[config.mk]
export PLATFORM = sky130hd
export DESIGN_NAME = alarm_display
export DESIGN_NICKNAME = d
export VERILOG_FILES = /design/src/rtl/alarm_display_pkg.sv /design/src/rtl/alarm_display_seven_seg_dec.sv /design/src/rtl/alarm_display.sv
export SDC_FILE = /design/constraint.sdc
export NUM_CORES = 1
export LEC_CHECK = 0
export BUFFER_PORTS_ARGS = -buffer_cell sky130_fd_sc_hd__buf_2
export CAP_MARGIN = 20
export CORE_AREA = 8 8 140 142
export CTS_CLUSTER_DIAMETER = 200
export DETAILED_ROUTE_END_ITERATION = 16
export DIE_AREA = 0 0 148 150
export GPL_TIMING_DRIVEN = 1
export PLACE_DENSITY = 0.65
export RECOVER_POWER = 100
export SYNTH_ARGS = -nofsm -noshare
export SYNTH_HDL_FRONTEND = slang
export SYNTH_HIERARCHICAL = 1
export SYNTH_SLANG_ARGS = --single-unit
[constraint.sdc]
create_clock -name clk -period 6.9 [get_ports clk]
set_input_delay 1.38 -clock clk [delete_from_list [all_inputs] [get_ports clk]]
set_output_delay 1.38 -clock clk [all_outputs]
set_load 0.05 [all_outputs]
[src/rtl/alarm_display_pkg.sv]
// Shared types and constants for the HH:MM:SS alarm display.
// Segment codes are active-low, bit order {g,f,e,d,c,b,a}.
package alarm_display_pkg;

    typedef enum logic [2:0] {
        S_IDLE,
        S_LOAD,
        S_HRS,
        S_MINS,
        S_SPLIT,
        S_DONE
    } state_e;

    localparam int SEC_PER_HR  = 3600;
    localparam int SEC_PER_MIN = 60;
    localparam int DEC_BASE    = 10;

    localparam logic [6:0] SEG_BLANK = 7'h7F;

    // Entry [d] holds the glyph for decimal digit d.
    localparam logic [9:0][6:0] SEG_TABLE = {
        7'h10, 7'h00, 7'h78, 7'h02, 7'h12,
        7'h19, 7'h30, 7'h24, 7'h79, 7'h40
    };

    function automatic logic [6:0] seg_lookup(input logic [3:0] d);
        logic [6:0] r;
        r = SEG_BLANK;
        if (d <= 4'd9) begin
            r = SEG_TABLE[d];
        end
        return r;
    endfunction

endpackage

[src/rtl/alarm_display_seven_seg_dec.sv]
// One BCD digit to an active-low 7-segment glyph.
// Codes above 9 and a high blank input both give an unlit digit.
module seven_seg_dec
    import alarm_display_pkg::*;
(
    input  logic [3:0] bcd_i,
    input  logic       blank_i,
    output logic [6:0] seg_o
);

    always_comb begin
        seg_o = SEG_BLANK;
        if (!blank_i) begin
            seg_o = seg_lookup(bcd_i);
        end
    end

endmodule

[src/rtl/alarm_display.sv]
// Converts countdown seconds to HH:MM:SS BCD by iterative subtraction
// and drives six active-low digits with per-field blinking.
module alarm_display
    import alarm_display_pkg::*;
#(
    parameter int BLINK_HALF = 25000000,
    parameter int MAX_SEC    = 86399
) (
    input  logic        clk,
    input  logic        reset,
    input  logic [16:0] sec_in,
    input  logic        flash_hh,
    input  logic        flash_mm,
    input  logic        flash_ss,
    output logic [7:0]  hh_bcd,
    output logic [7:0]  mm_bcd,
    output logic [7:0]  ss_bcd,
    output logic [41:0] seg,
    output logic        conv_done
);

    localparam int CW = (BLINK_HALF > 1) ? $clog2(BLINK_HALF) : 1;
    localparam logic [CW-1:0] CNT_LAST = CW'(BLINK_HALF - 1);

    localparam logic [16:0] SAT_W = 17'(MAX_SEC);
    localparam logic [16:0] HR_W  = 17'(SEC_PER_HR);
    localparam logic [16:0] MIN_W = 17'(SEC_PER_MIN);
    localparam logic [4:0]  TEN5  = 5'(DEC_BASE);
    localparam logic [5:0]  TEN6  = 6'(DEC_BASE);

    state_e state_q, state_d;

    logic [16:0] work_q, work_d;
    logic [16:0] last_q, last_d;
    logic        force_q, force_d;
    logic [4:0]  hrs_q, hrs_d;
    logic [5:0]  min_q, min_d;
    logic [5:0]  sec_q, sec_d;
    logic [3:0]  ht_q, ht_d;
    logic [3:0]  mt_q, mt_d;
    logic [3:0]  st_q, st_d;
    logic [7:0]  hh_q, hh_d;
    logic [7:0]  mm_q, mm_d;
    logic [7:0]  ss_q, ss_d;
    logic        done_q, done_d;
    logic [CW-1:0] cnt_q, cnt_d;
    logic        phase_q, phase_d;

    logic hr_ge, min_ge, split_fin, conv_req;
    logic ld, h_sub, m_sub, s_take, sp_step, publish;

    assign hr_ge     = (work_q >= HR_W);
    assign min_ge    = (work_q >= MIN_W);
    assign split_fin = (hrs_q < TEN5) && (min_q < TEN6) && (sec_q < TEN6);
    assign conv_req  = force_q || (sec_in != last_q);

    // FSM state register
    always_ff @(posedge clk or posedge reset) begin
        if (reset) begin
            state_q <= S_IDLE;
        end else begin
            state_q <= state_d;
        end
    end

    // FSM next state
    always_comb begin
        state_d = state_q;
        unique case (state_q)
            S_IDLE:  if (conv_req) state_d = S_LOAD;
            S_LOAD:  state_d = S_HRS;
            S_HRS:   if (!hr_ge) state_d = S_MINS;
            S_MINS:  if (!min_ge) state_d = S_SPLIT;
            S_SPLIT: if (split_fin) state_d = S_DONE;
            S_DONE:  state_d = S_IDLE;
            default: state_d = S_IDLE;
        endcase
    end

    // FSM outputs: datapath strobes
    always_comb begin
        ld      = 1'b0;
        h_sub   = 1'b0;
        m_sub   = 1'b0;
        s_take  = 1'b0;
        sp_step = 1'b0;
        publish = 1'b0;
        unique case (state_q)
            S_IDLE:  ;
            S_LOAD:  ld = 1'b1;
            S_HRS:   h_sub = hr_ge;
            S_MINS: begin
                m_sub  = min_ge;
                s_take = !min_ge;
            end
            S_SPLIT: sp_step = !split_fin;
            S_DONE:  publish = 1'b1;
            default: ;
        endcase
    end

    always_comb begin
        work_d  = work_q;
        last_d  = last_q;
        force_d = force_q;
        hrs_d   = hrs_q;
        min_d   = min_q;
        sec_d   = sec_q;
        ht_d    = ht_q;
        mt_d    = mt_q;
        st_d    = st_q;
        hh_d    = hh_q;
        mm_d    = mm_q;
        ss_d    = ss_q;
        done_d  = 1'b0;

        if (ld) begin
            work_d  = (sec_in > SAT_W) ? SAT_W : sec_in;
            last_d  = sec_in;
            force_d = 1'b0;
            hrs_d   = '0;
            min_d   = '0;
            sec_d   = '0;
            ht_d    = '0;
            mt_d    = '0;
            st_d    = '0;
        end

        if (h_sub) begin
            work_d = work_q - HR_W;
            hrs_d  = hrs_q + 5'd1;
        end

        if (m_sub) begin
            work_d = work_q - MIN_W;
            min_d  = min_q + 6'd1;
        end

        // Remainder below one minute is the seconds field.
        if (s_take) begin
            sec_d = work_q[5:0];
        end

        if (sp_step) begin
            if (hrs_q >= TEN5) begin
                hrs_d = hrs_q - TEN5;
                ht_d  = ht_q + 4'd1;
            end
            if (min_q >= TEN6) begin
                min_d = min_q - TEN6;
                mt_d  = mt_q + 4'd1;
            end
            if (sec_q >= TEN6) begin
                sec_d = sec_q - TEN6;
                st_d  = st_q + 4'd1;
            end
        end

        if (publish) begin
            hh_d   = {ht_q, hrs_q[3:0]};
            mm_d   = {mt_q, min_q[3:0]};
            ss_d   = {st_q, sec_q[3:0]};
            done_d = 1'b1;
        end
    end

    always_comb begin
        cnt_d   = cnt_q + CW'(1);
        phase_d = phase_q;
        if (cnt_q == CNT_LAST) begin
            cnt_d   = '0;
            phase_d = !phase_q;
        end
    end

    always_ff @(posedge clk or posedge reset) begin
        if (reset) begin
            work_q  <= '0;
            last_q  <= '0;
            force_q <= 1'b1;
            hrs_q   <= '0;
            min_q   <= '0;
            sec_q   <= '0;
            ht_q    <= '0;
            mt_q    <= '0;
            st_q    <= '0;
            hh_q    <= '0;
            mm_q    <= '0;
            ss_q    <= '0;
            done_q  <= 1'b0;
            cnt_q   <= '0;
            phase_q <= 1'b1;
        end else begin
            work_q  <= work_d;
            last_q  <= last_d;
            force_q <= force_d;
            hrs_q   <= hrs_d;
            min_q   <= min_d;
            sec_q   <= sec_d;
            ht_q    <= ht_d;
            mt_q    <= mt_d;
            st_q    <= st_d;
            hh_q    <= hh_d;
            mm_q    <= mm_d;
            ss_q    <= ss_d;
            done_q  <= done_d;
            cnt_q   <= cnt_d;
            phase_q <= phase_d;
        end
    end

    assign hh_bcd    = hh_q;
    assign mm_bcd    = mm_q;
    assign ss_bcd    = ss_q;
    assign conv_done = done_q;

    logic [5:0][3:0] dig;
    logic [5:0]      blank;
    logic            bh, bm, bs;

    assign bh    = flash_hh && !phase_q;
    assign bm    = flash_mm && !phase_q;
    assign bs    = flash_ss && !phase_q;
    assign dig   = {hh_q, mm_q, ss_q};
    assign blank = {bh, bh, bm, bm, bs, bs};

    for (genvar g = 0; g < 6; g++) begin : g_dig
        seven_seg_dec u_dec (
            .bcd_i   (dig[g]),
            .blank_i (blank[g]),
            .seg_o   (seg[g*7 +: 7])
        );
    end

endmodule

==> reports/qor.txt <==
Drt total wl -> 17.9 mm
Share of the clock period used by the worst path after layout -> 57.5%
Multi-input gate area -> 4300 µm²
Chip width -> 148 µm
Number of buffers created by CTS -> 17
Overall power after layout -> 2400 µW
Post-route worst hold slack -> 0.475 ns
Clock slew at the register clock pins of the worst setup and hold paths -> 0.05 ns
Register area -> 2960 µm²
Setup repair bufs after CTS -> 0
Count of buffers from port buffering -> 88
CTS Hold Bufs -> 0
Quantity of gates resized following cts -> 0
Per-cell routed wire length -> 15.1 µm
Final layout net count -> 1015
Starting Density -> 43.6%
Distinct cell type count after synthesis -> 81
Cell types with the largest area share after synthesis -> sky130_fd_sc_hd__dfrtp_1 38%, sky130_fd_sc_hd__nand2_1 8.4%, sky130_fd_sc_hd__ha_1 7.8%
Pins over their slew limit -> 117
Synthesized net count -> 937
Rel. slew slack -> -80.7%
Crit path arrival time -> 2.59 ns
Top-Level Pins -> 89
Worst Path Required -> 5.52 ns
DP HPWL -> 12.8 mm
Total vias in the final route -> 6312
Number of global-route vias before repair -> 5952
Worst-path fanout max -> 7
Total Negative Setup Slacks -> 0 ns
Unrepaired setup endpoints after global routing -> false
Critical hold path startpoint -> cnt_q[4]
Root cell of the clock tree -> sky130_fd_sc_hd__clkbuf_16
RR Startpoint -> state_q[1]
Top_reg_cell synth -> sky130_fd_sc_hd__dfrtp_1
Placement Rows -> 49
Gpl congestion -> 0.840
Leading cell types in the layout, fill and taps excluded -> 171 x sky130_fd_sc_hd__nand2_1, 116 x sky130_fd_sc_hd__dfrtp_1, 73 x sky130_fd_sc_hd__clkbuf_1
Y dimension of the die -> 150 µm
Later-pin clock latency in the skew report -> 0.41 ns
Achievable Freq -> 252 MHz
Worst min path class -> reg2reg
Critical Path Source Type -> primary input
Setup violators final -> 0
Proportion of layout cells with a drive suffix above 1 -> 9.81%
Sink count of the clock tree -> 118
H-tree depth -> 4
Floorplan die area -> 22200 µm²
Portion of synthesized cell area occupied by the leading cell type -> 37.9%
Global Route Usage Sum -> 16.5%
Detailed Route Iter0 Violations -> 467
Register area share after synthesis -> 38.6%
Area delta synth->final -> 13.9%
Hold endpoint -> cnt_q[4]
Flop and latch count out of synthesis -> 118
Count of cells along the worst register-to-register path -> 6
Post-synthesis instance area -> 7650 µm²
Nature of the critical path endpoint -> primary output
Reg2Reg Capture Point -> work_q[8]
Min cycle time layout -> 3.97 ns
Fraction of synthesis flops using an asynchronous set or reset pin -> 100%
Number of flops mapped to enable cells by yosys -> 0
TritonCTS clock tree -> yes
Total gr overflow -> 0
Number of max-cap violations -> 3
Cell Pwr Density -> 275 nW/µm²
Worst clock skew -> 0.00735 ns
Cell type contributing the most total cell area after synthesis -> sky130_fd_sc_hd__dfrtp_1
Type of the worst setup path -> in2out
Number of routed nets with antenna violations -> 0
Count of filler cells inserted in the layout -> 1730
Violations in the final reports -> capacitance limit, slew limit
Tightest Pin Transition -> 2.70 ns
Detailed-route vias per instance -> 5.32
Maximum VDD drop -> 0.205 mV
Wire length of the first global-routing pass -> 30.2 mm
FF-to-FF setup slack -> 3.47 ns
Antenna cell count -> 0
Final hold violation count -> 0
Count of cells along the worst hold path -> 1
Number of buffers on the longest clock path -> 2
Total leakage power -> 0.00374 µW
Yosys warns -> 6
Remaining design rule violation count -> 0
Most common cell after layout, fill and taps aside -> sky130_fd_sc_hd__nand2_1
First-pass DRT Iterations -> 5
Initial antenna violation count -> 0
Instance count of the mapped netlist -> 867
Largest net degree at the start of global routing -> 62
Core footprint -> 17500 µm²
Result of the run -> complete, but fails checks
Average size of a mapped cell -> 8.82 µm²
==> synth_stat cells (all sizes together), types with 8 or more instances <==
master	n
nand2	173
dfrtp	116
nor2	70
o21ai	66
a21oi	64
ha	48
inv	43
xor2	33
nand3	27
buf	18
clkbuf	17
xnor2	14
nand2b	12
nor2b	12
nor3	12
o211ai	12
nand4	11
or3	10
and3	8
nor4	8
==> area by class of cell <==
cell class	instances	share of cell area, %
clock buffer	22	5.44
tap	229	3.29
timing repair buffer	94	4.47
inverter	43	1.87
sequential	118	33.9
multi-input combinational	671	49.3
clock inverter	10	1.68
==> power breakdown <==
part           total, µW  leakage [µW]  internal [µW]  switching [µW]
registers            853       0.00149            759            94.7
clock network        914      0.000289            598             316
logic                629       0.00196            225             404
==> how the worst max path moves through the flow <==
stage	from	endpoint
after floorplan	reset	cnt_q[0]
after global placement	flash_ss	seg[4]
after detailed placement	flash_ss	seg[4]
after CTS	flash_ss	seg[4]
after global routing	flash_ss	seg[6]
final	flash_ss	seg[4]
==> through the flow <==
| step | setup WS [ns] | util, % | instances | area [µm²] |
|---|---|---|---|---|
| after floorplan | 2.39 | - | 867 | 7650 |
| after global placement | 3.16 | 47.0 | 1155 | 8240 |
| after detailed placement | 3.12 | 47.0 | 1155 | 8240 |
| after CTS | 3.11 | 50.5 | 1187 | 8860 |
| after global routing | 2.84 | 49.7 | 1187 | 8710 |
| final | 2.93 | 49.7 | 1187 | 8710 |
==> critical path, stage by stage <==
cell	delay (ns)
sky130_fd_sc_hd__buf_2	0.07
sky130_fd_sc_hd__nor2b_1	0.42
sky130_fd_sc_hd__a21oi_4	0.09
sky130_fd_sc_hd__o211ai_1	0.11
sky130_fd_sc_hd__clkbuf_1	0.50
==> layer usage <==
layer	track usage [%]	up-vias	wire, µm
met5	0	-	0
met4	5.10	0	216
met3	4.54	17	1060
met2	26.0	169	8210
met1	21.7	2950	8470
li1	-	3176	-
==> logic make-up (layout without fill, tap and decap cells) <==
logic type               count (synthesis)  after routing  synth area share (%)
AO/OA/AOI/OAI                          208            208                  19.6
buffers and inverters                   78            169                  4.66
multiplexers                             7              7                 0.981
flip-flops                             118            118                  38.6
adder cells (fa/ha/maj)                 48             48                  7.85
AND/OR/NAND/NOR                        361            361                  22.9
XOR/XNOR                                47             47                  5.38
==> flip-flops by register name, summed over array words and instances (netlist names) <==
| name | cells |
|---|---|
| st_q | 4 |
| sec_q | 6 |
| ss_bcd | 8 |
| state_q | 3 |
| last_q | 17 |
| cnt_q | 25 |
| conv_done | 1 |
| phase_q | 1 |
| work_q | 17 |
| mm_bcd | 8 |
| mt_q | 4 |
| ht_q | 4 |
| min_q | 6 |
| hrs_q | 5 |
| force_q | 1 |
| hh_bcd | 8 |
Power figures use the tool's default switching activity.
